===== config.mk =====
export PLATFORM = sky130hd
export DESIGN_NAME = serial_subtractor
export DESIGN_NICKNAME = d
export VERILOG_FILES = /design/src/rtl/serial_subtractor.sv
export SDC_FILE = /design/constraint.sdc
export NUM_CORES = 1
export LEC_CHECK = 0
export BUFFER_PORTS_ARGS = -buffer_cell sky130_fd_sc_hd__clkbuf_2
export CAP_MARGIN = 5
export CORE_MARGIN = 5
export CORE_UTILIZATION = 35
export CTS_CLUSTER_SIZE = 40
export DETAILED_ROUTE_END_ITERATION = 8
export GPL_ROUTABILITY_DRIVEN = 1
export MAX_ROUTING_LAYER = met4
export PLACE_DENSITY = 0.63
export SYNTH_ARGS = -nofsm -noshare
export SYNTH_HDL_FRONTEND = slang
export SYNTH_SLANG_ARGS = --single-unit
export TNS_END_PERCENT = 30

===== constraint.sdc =====
create_clock -name clk -period 2.1 [get_ports clk]
set_clock_uncertainty 0.2 [all_clocks]
set_input_delay 0.105 -clock clk [delete_from_list [all_inputs] [get_ports clk]]
set_output_delay 0.105 -clock clk [all_outputs]
set_load 0.02 [all_outputs]

===== src/rtl/serial_subtractor.sv =====
// serial_subtractor: bit-serial LSB-first two's-complement subtractor (d = a - b)
// with a single borrow flop, started and drained by a start/done handshake.
module serial_subtractor #(
  parameter int WIDTH = 8
) (
  input  logic             clk,
  input  logic             rst_n,
  input  logic             start,
  input  logic [WIDTH-1:0] a,
  input  logic [WIDTH-1:0] b,
  output logic             busy,
  output logic             done,
  output logic [WIDTH-1:0] d,
  output logic             bout,
  output logic             ovf
);
  localparam int CW = $clog2(WIDTH);
  typedef enum logic [1:0] {IDLE, RUN, DONE} state_t;
  state_t           state_q;
  logic [WIDTH-1:0] sa_q, sb_q, d_q;
  logic [CW-1:0]    cnt_q;
  logic             borrow_q, bout_q, ovf_q, amsb_q, bmsb_q;
  logic             diff_bit, borrow_d;
  assign diff_bit = sa_q[0] ^ sb_q[0] ^ borrow_q;
  assign borrow_d = (~sa_q[0] & sb_q[0]) | (~(sa_q[0] ^ sb_q[0]) & borrow_q);
  always_ff @(posedge clk or negedge rst_n) begin
    if (!rst_n) begin
      state_q  <= IDLE;
      sa_q     <= '0;
      sb_q     <= '0;
      d_q      <= '0;
      cnt_q    <= '0;
      borrow_q <= 1'b0;
      bout_q   <= 1'b0;
      ovf_q    <= 1'b0;
      amsb_q   <= 1'b0;
      bmsb_q   <= 1'b0;
    end else if (state_q == RUN) begin
      sa_q     <= sa_q >> 1;
      sb_q     <= sb_q >> 1;
      d_q      <= {diff_bit, d_q[WIDTH-1:1]};
      borrow_q <= borrow_d;
      cnt_q    <= cnt_q + 1'b1;
      // last bit: diff_bit is the result MSB
      if (cnt_q == CW'(WIDTH - 1)) begin
        bout_q  <= borrow_d;
        ovf_q   <= (amsb_q != bmsb_q) && (diff_bit != amsb_q);
        state_q <= DONE;
      end
    end else if (start) begin
      sa_q     <= a;
      sb_q     <= b;
      amsb_q   <= a[WIDTH-1];
      bmsb_q   <= b[WIDTH-1];
      d_q      <= '0;
      cnt_q    <= '0;
      borrow_q <= 1'b0;
      bout_q   <= 1'b0;
      ovf_q    <= 1'b0;
      state_q  <= RUN;
    end else begin
      state_q  <= IDLE;
    end
  end
  assign busy = (state_q == RUN);
  assign done = (state_q == DONE);
  assign d    = d_q;
  assign bout = bout_q;
  assign ovf  = ovf_q;
endmodule

==> reports/qor.csv, run 1 <==
metric,value,unit
netlist area before placement,1520,um2
maximum fanout encountered on the critical timing path,3,
grt ovf,0,
kind of start point of the critical path,register,
Setup Buffers After CTS,0,
critical path required time,2120,ps
post-synthesis net count,160,
final cycle utilization of the critical path,76.2,%
number of hold violations in the final report,0,
Worst Hold Class,in2async,
number of flops mapped to enable cells by yosys,0,
wire length of the first global-routing pass,5280,um
count of distinct cell types in the synthesized netlist,23,
yosys warns,0,
overall routed net length,2930,um
sequential cell area fraction in the yosys report,56.0,%
num rows,24,
clock-pin slew on the worst setup and hold paths,60,ps
Worst EP arrival,1620,ps
Ports,31,
Crit. End Element,register,
layout cell share with drive strength beyond 1,22.6,%
Avg Vias per Cell,4.70,
mean instance size in the synthesized netlist,11.0,um2
die span in x,75.9,um
"Cell Area, Placed",1700,um2
share of flip-flops with an asynchronous set or reset,100,%
clock sink count,34,
overall track demand over capacity in global routing,11.7,%
setup_tns,0,ps
pin count of the biggest net entering global routing,35,
shortest clock period the worst path allows after layout,1600,ps
drt first-iter violations,39,
worst relative slew slack,44.6,%
Syn Inst Count,138,
IO buf count,30,
"flops & latches, synth",34,
most area-hungry cell type in the Yosys netlist,sky130_fd_sc_hd__dfrtp_1,
average detailed-routed wire length per instance,12.3,um
final instance area,1950,um2
Max Root-Sink Buffers,2,
H-tree depth,2,
transition at the pin with the smallest max-transition slack,831,ps
P_leak,0.000945,uW
Clock Latency Late Sink,280,ps
most used flip-flop cell after synthesis,sky130_fd_sc_hd__dfrtp_1,
run status,"finished, final reports clean",
setup repair after global routing missed its margin,no,
"count leader, synth",sky130_fd_sc_hd__dfrtp_1,
antenna violations before repair,0,
maximum clock frequency,0.625,GHz
number of routed nets with antenna violations,0,
DIE AREA,5760,um2
area of the core,4290,um2
maximum resistive drop on vdd,0.419,mV
leading cell types by count after synthesis,"sky130_fd_sc_hd__dfrtp_1 (34), sky130_fd_sc_hd__nand2_1 (25), sky130_fd_sc_hd__mux2i_1 (17)",
max-capacitance violation count,0,
via count of the first global-routing pass,1153,
net count reported at finish,208,
buffer cell driving the clock tree root,sky130_fd_sc_hd__clkbuf_8,
clock tree from TritonCTS,done,
ratio of total power to cell area,1340,nW/um2
vertical die dimension,75.9,um
effective utilization at floorplan,35.4,%
total iterations of the first detailed-routing run,4,
CTS buffer count,5,
top cells by area in the synthesized netlist,"sky130_fd_sc_hd__dfrtp_1 (56%), sky130_fd_sc_hd__mux2i_1 (11%), sky130_fd_sc_hd__nand2_1 (6.2%)",
final count of pins violating max slew,0,
Detailed Place HPWL,2100,um
GP Congestion,0.824,
DRC violations left,0,
fill cell count,411,
final setup fails,0,
total inserted antenna cells,0,
DR vias,1118,
classification of the worst setup path,reg2reg,
area share of the largest cell type after synthesis,56.0,%
area growth from synthesis to layout,28.0,%
-- final cells by class --
type / instances / area, um2 / share of cell area [%]
Sequential cell: 34 / 851 / 43.7
Inverter: 2 / 10.0 / 0.514
Timing Repair Buffer: 49 / 335 / 17.2
Multi-Input combinational cell: 94 / 608 / 31.3
Clock buffer: 7 / 76.3 / 3.92
Tap cell: 52 / 65.1 / 3.34
-- layer usage --
metal	global-route usage [%]	vias up	routed length (um)
met5	-	-	0
li1	-	560	-
met1	13.8	525	1270
met4	7.30	0	76
met2	17.3	26	1430
met3	3.67	7	149
-- where the power goes --
part           leakage [uW]  total [uW]  switching [uW]  internal, uW
clock             0.0000383         439             211           228
sequential         0.000438        1120             172           945
combinational      0.000469        1040             620           424
-- worst max-delay path, stage by stage (launching register included) --
cell and delay (ps):
sky130_fd_sc_hd__dfrtp_1 350, sky130_fd_sc_hd__inv_1 60, sky130_fd_sc_hd__fa_1 580, sky130_fd_sc_hd__nand2_1 70, sky130_fd_sc_hd__o22ai_1 130, sky130_fd_sc_hd__a22o_1 150
-- path summary, 6_finish.rpt --
path	start	to	slack (ps)	cells after the start
setup / recovery	sa_q[0]$_DFFE_PN0P_	ovf$_DFFE_PN0P_	500	5
hold / removal	rst_n	d[6]$_DFFE_PN0P_	250	2
setup reg to reg	sa_q[0]$_DFFE_PN0P_	ovf$_DFFE_PN0P_	500	5
hold reg to reg	sb_q[3]$_DFFE_PN0P_	sb_q[2]$_DFFE_PN0P_	290	2
max in group asynchronous	rst_n	sb_q[2]$_DFFE_PN0P_	920	2
min in group clk	start	sa_q[0]$_DFFE_PN0P_	280	3
-- cells in the final DEF (no fill, tap or decap) --
master,instances
sky130_fd_sc_hd__and2_1,1
sky130_fd_sc_hd__a22o_1,2
sky130_fd_sc_hd__clkbuf_8,5
sky130_fd_sc_hd__clkbuf_1,2
sky130_fd_sc_hd__clkbuf_2,30
sky130_fd_sc_hd__nand2_1,25
sky130_fd_sc_hd__inv_4,1
sky130_fd_sc_hd__buf_4,2
sky130_fd_sc_hd__nand2b_1,10
sky130_fd_sc_hd__nand3b_1,1
sky130_fd_sc_hd__dlygate4sd3_1,17
sky130_fd_sc_hd__nor2_1,4
sky130_fd_sc_hd__o21ai_0,8
sky130_fd_sc_hd__mux2i_1,17
sky130_fd_sc_hd__o21ai_1,16
sky130_fd_sc_hd__inv_1,1
sky130_fd_sc_hd__fa_1,1
sky130_fd_sc_hd__nor2b_1,1
sky130_fd_sc_hd__nand2b_4,1
sky130_fd_sc_hd__dfrtp_1,34
sky130_fd_sc_hd__o22ai_1,1
sky130_fd_sc_hd__a32o_1,1
sky130_fd_sc_hd__ha_1,2
sky130_fd_sc_hd__mux2_2,3
-- registers in the layout, indices dropped and copies added (netlist names), 2 cells and up --
name,count
sa_q,8
cnt_q,3
sb_q,8
state_q,2
d,8
-- kinds of logic after synthesis --
kind of cell	Yosys count	synth area share [%]
simple gates	43	13.5
flops	34	56.0
compound gates	28	10.1
mux	20	13.4
buf+inv	10	4.03
fa+ha+maj	3	2.96
-- repair_timing --
item,4_1_cts,5_1_grt
gates resized for setup,0,0
hold endpoints to repair,52,0
hold buffers,17,0
-- per-stage QoR --
step           total power [uW]  std cells  hold WS, ps  setup WS, ps  utilization [%]
2_1_floorplan              1890        138         -391           603                -
3_3_place_gp               2110        214         34.0           577             39.6
3_5_place_dp               2170        214         62.1           531             39.6
4_1_cts                    2640        238          278           506             45.3
5_1_grt                    2850        238          299           423             45.3
6_report                   2600        238          255           500             45.3
(Power assumes the default switching activity.)
==> run 2: changes to the inputs <==
- clock period: 2.1 -> 1.6 ns (I/O delays scaled with it)
==> reports/qor.csv, run 2 (synthesis gave the netlist of run 1 again) <==
metric,value,unit
run status,"finished, final reports clean",
Worst EP arrival,1580,ps
final setup fails,0,
antenna violations before repair,0,
grt ovf,0,
post-route worst setup slack,0.900,ps
buffer cell driving the clock tree root,sky130_fd_sc_hd__clkbuf_8,
setup repair after global routing missed its margin,yes,
IO buf count,30,
average detailed-routed wire length per instance,12.6,um
setup_tns,0,ps
drt first-iter violations,45,
number of hold violations in the final report,0,
number of routed nets with antenna violations,0,
layout cell share with drive strength beyond 1,25.1,%
internal power consumption,2220,uW
kind of start point of the critical path,register,
Avg Vias per Cell,4.73,
shortest clock period the worst path allows after layout,1600,ps
total inserted antenna cells,0,
cell count after placement,217,
Max Root-Sink Buffers,2,
clock tree from TritonCTS,done,
Crit. End Element,register,
via count of the first global-routing pass,1248,
"commonest cells after routing, fill and taps aside","sky130_fd_sc_hd__dfrtp_1 (34), sky130_fd_sc_hd__clkbuf_2 (29), sky130_fd_sc_hd__nand2_1 (25)",
maximum fanout encountered on the critical timing path,3,
Ports,31,
Clock Latency Late Sink,280,ps
P_leak,0.000979,uW
final instance area,2010,um2
Reg2Reg Setup Slack,0.9,ps
area growth from synthesis to layout,32.2,%
die span in x,75.9,um
net count reported at finish,212,
worst relative slew slack,72.1,%
share of total power in the clock network,17.9,%
ratio of total power to cell area,1800,nW/um2
maximum clock frequency,0.625,GHz
DIE AREA,5760,um2
Detailed Place HPWL,2160,um
Worst Hold Class,in2async,
overall routed net length,3060,um
count of cells along the worst register-to-register path,3,
maximum resistive drop on vdd,0.939,mV
wire length of the first global-routing pass,5600,um
pin count of the biggest net entering global routing,35,
classification of the worst setup path,reg2reg,
total iterations of the first detailed-routing run,4,
Net Sw Power,1390,uW
final cycle utilization of the critical path,99.9,%
num rows,24,
H-tree depth,2,
combinational group share of total power,41.3,%
vertical die dimension,75.9,um
origin of the critical flop-to-flop path,borrow_q$_DFFE_PN0P_,
GP Congestion,0.759,
DR vias,1150,
DRC violations left,0,
"Cell Area, Placed",1730,um2
worst setup slack after placement,25.5,ps
area of the core,4290,um2
end of the worst register-to-register path,ovf$_DFFE_PN0P_,
"count of placed standard cells in the final layout, fillers left out",243,
effective utilization at floorplan,35.4,%
relative contribution of sequential cells to total power,40.8,%
overall track demand over capacity in global routing,12.3,%
Switching Share,38.5,%
most frequent standard cell in the layout excluding fill and tap cells,sky130_fd_sc_hd__dfrtp_1,
clock sink count,34,
max-capacitance violation count,0,
CTS buffer count,5,
critical path required time,1580,ps
final count of pins violating max slew,0,
clock-pin slew on the worst setup and hold paths,70,ps
transition at the pin with the smallest max-transition slack,419,ps
run 2: changes by cell type in the layout (fill, tap and decap cells not counted):
cell,before,now
sky130_fd_sc_hd__buf_12,0,1
sky130_fd_sc_hd__buf_4,2,4
sky130_fd_sc_hd__clkbuf_1,2,1
sky130_fd_sc_hd__clkbuf_2,30,29
sky130_fd_sc_hd__clkbuf_4,0,1
sky130_fd_sc_hd__clkbuf_8,5,6
sky130_fd_sc_hd__clkinv_2,0,1
sky130_fd_sc_hd__inv_8,0,1
run 2: layout make-up:
cell class              count  area [um2]
well taps                  52        65.1
multi-input cells          94         608
inverters                   2        15.0
fillers                   403        2280
flip-flops and latches     34         851
clock inverters             1        5.00
repair inverters            1        6.26
clock buffers               7        86.3
repair buffers             52         373
run 2: power groups by stage:
stage          registers [uW]  clock network [uW]  logic, uW
2_1_floorplan            1570                   0        910
3_3_place_gp             1460                   0       1360
3_5_place_dp             1490                   0       1410
4_1_cts                  1470                 664       1480
5_1_grt                  1520                 706       1700
6_report                 1470                 646       1490
run 2: routing by layer:
layer	global-route usage [%]	vias to the layer above	routed length, um
li1	-	569	-
met1	13.0	547	1220
met2	20.4	26	1610
met3	4.62	8	159
met4	5.34	0	72
met5	-	-	0
run 2: metrics by stage:
stage | total power, uW | hold WS, ps | util, %
after floorplan | 2480 | -416 | -
after global placement | 2820 | -71.8 | 40.4
after detailed placement | 2900 | -64.7 | 40.4
after CTS | 3620 | 155 | 46.6
after global routing | 3930 | 178 | 46.8
final | 3610 | 154 | 46.8
run 2: how the worst max path moves through the flow:
stage / depth (start not counted) / to / slack [ps] / start
2_1_floorplan: 4 / ovf$_DFFE_PN0P_ / 100 / sa_q[0]$_DFFE_PN0P_
3_3_place_gp: 4 / ovf$_DFFE_PN0P_ / 80 / sa_q[0]$_DFFE_PN0P_
3_5_place_dp: 5 / ovf$_DFFE_PN0P_ / 30 / sa_q[0]$_DFFE_PN0P_
4_1_cts: 5 / ovf$_DFFE_PN0P_ / 20 / sa_q[0]$_DFFE_PN0P_
5_1_grt: 3 / ovf$_DFFE_PN0P_ / -50 / borrow_q$_DFFE_PN0P_
6_report: 3 / ovf$_DFFE_PN0P_ / 0.9 / borrow_q$_DFFE_PN0P_
run 2: what timing repair did:
action	in CTS	in global routing
gates resized for setup	3	0
setup buffers	0	1
hold buffers	17	0
setup endpoints to repair	1	1
endpoints found under the hold margin	52	0
gates cloned	1	0
pin swaps	0	3
run 2: critical path, stage by stage, from the launching register on:
cell and delay (ps):
sky130_fd_sc_hd__dfrtp_1 410, sky130_fd_sc_hd__fa_1 590, sky130_fd_sc_hd__o22ai_1 100, sky130_fd_sc_hd__a22o_1 200
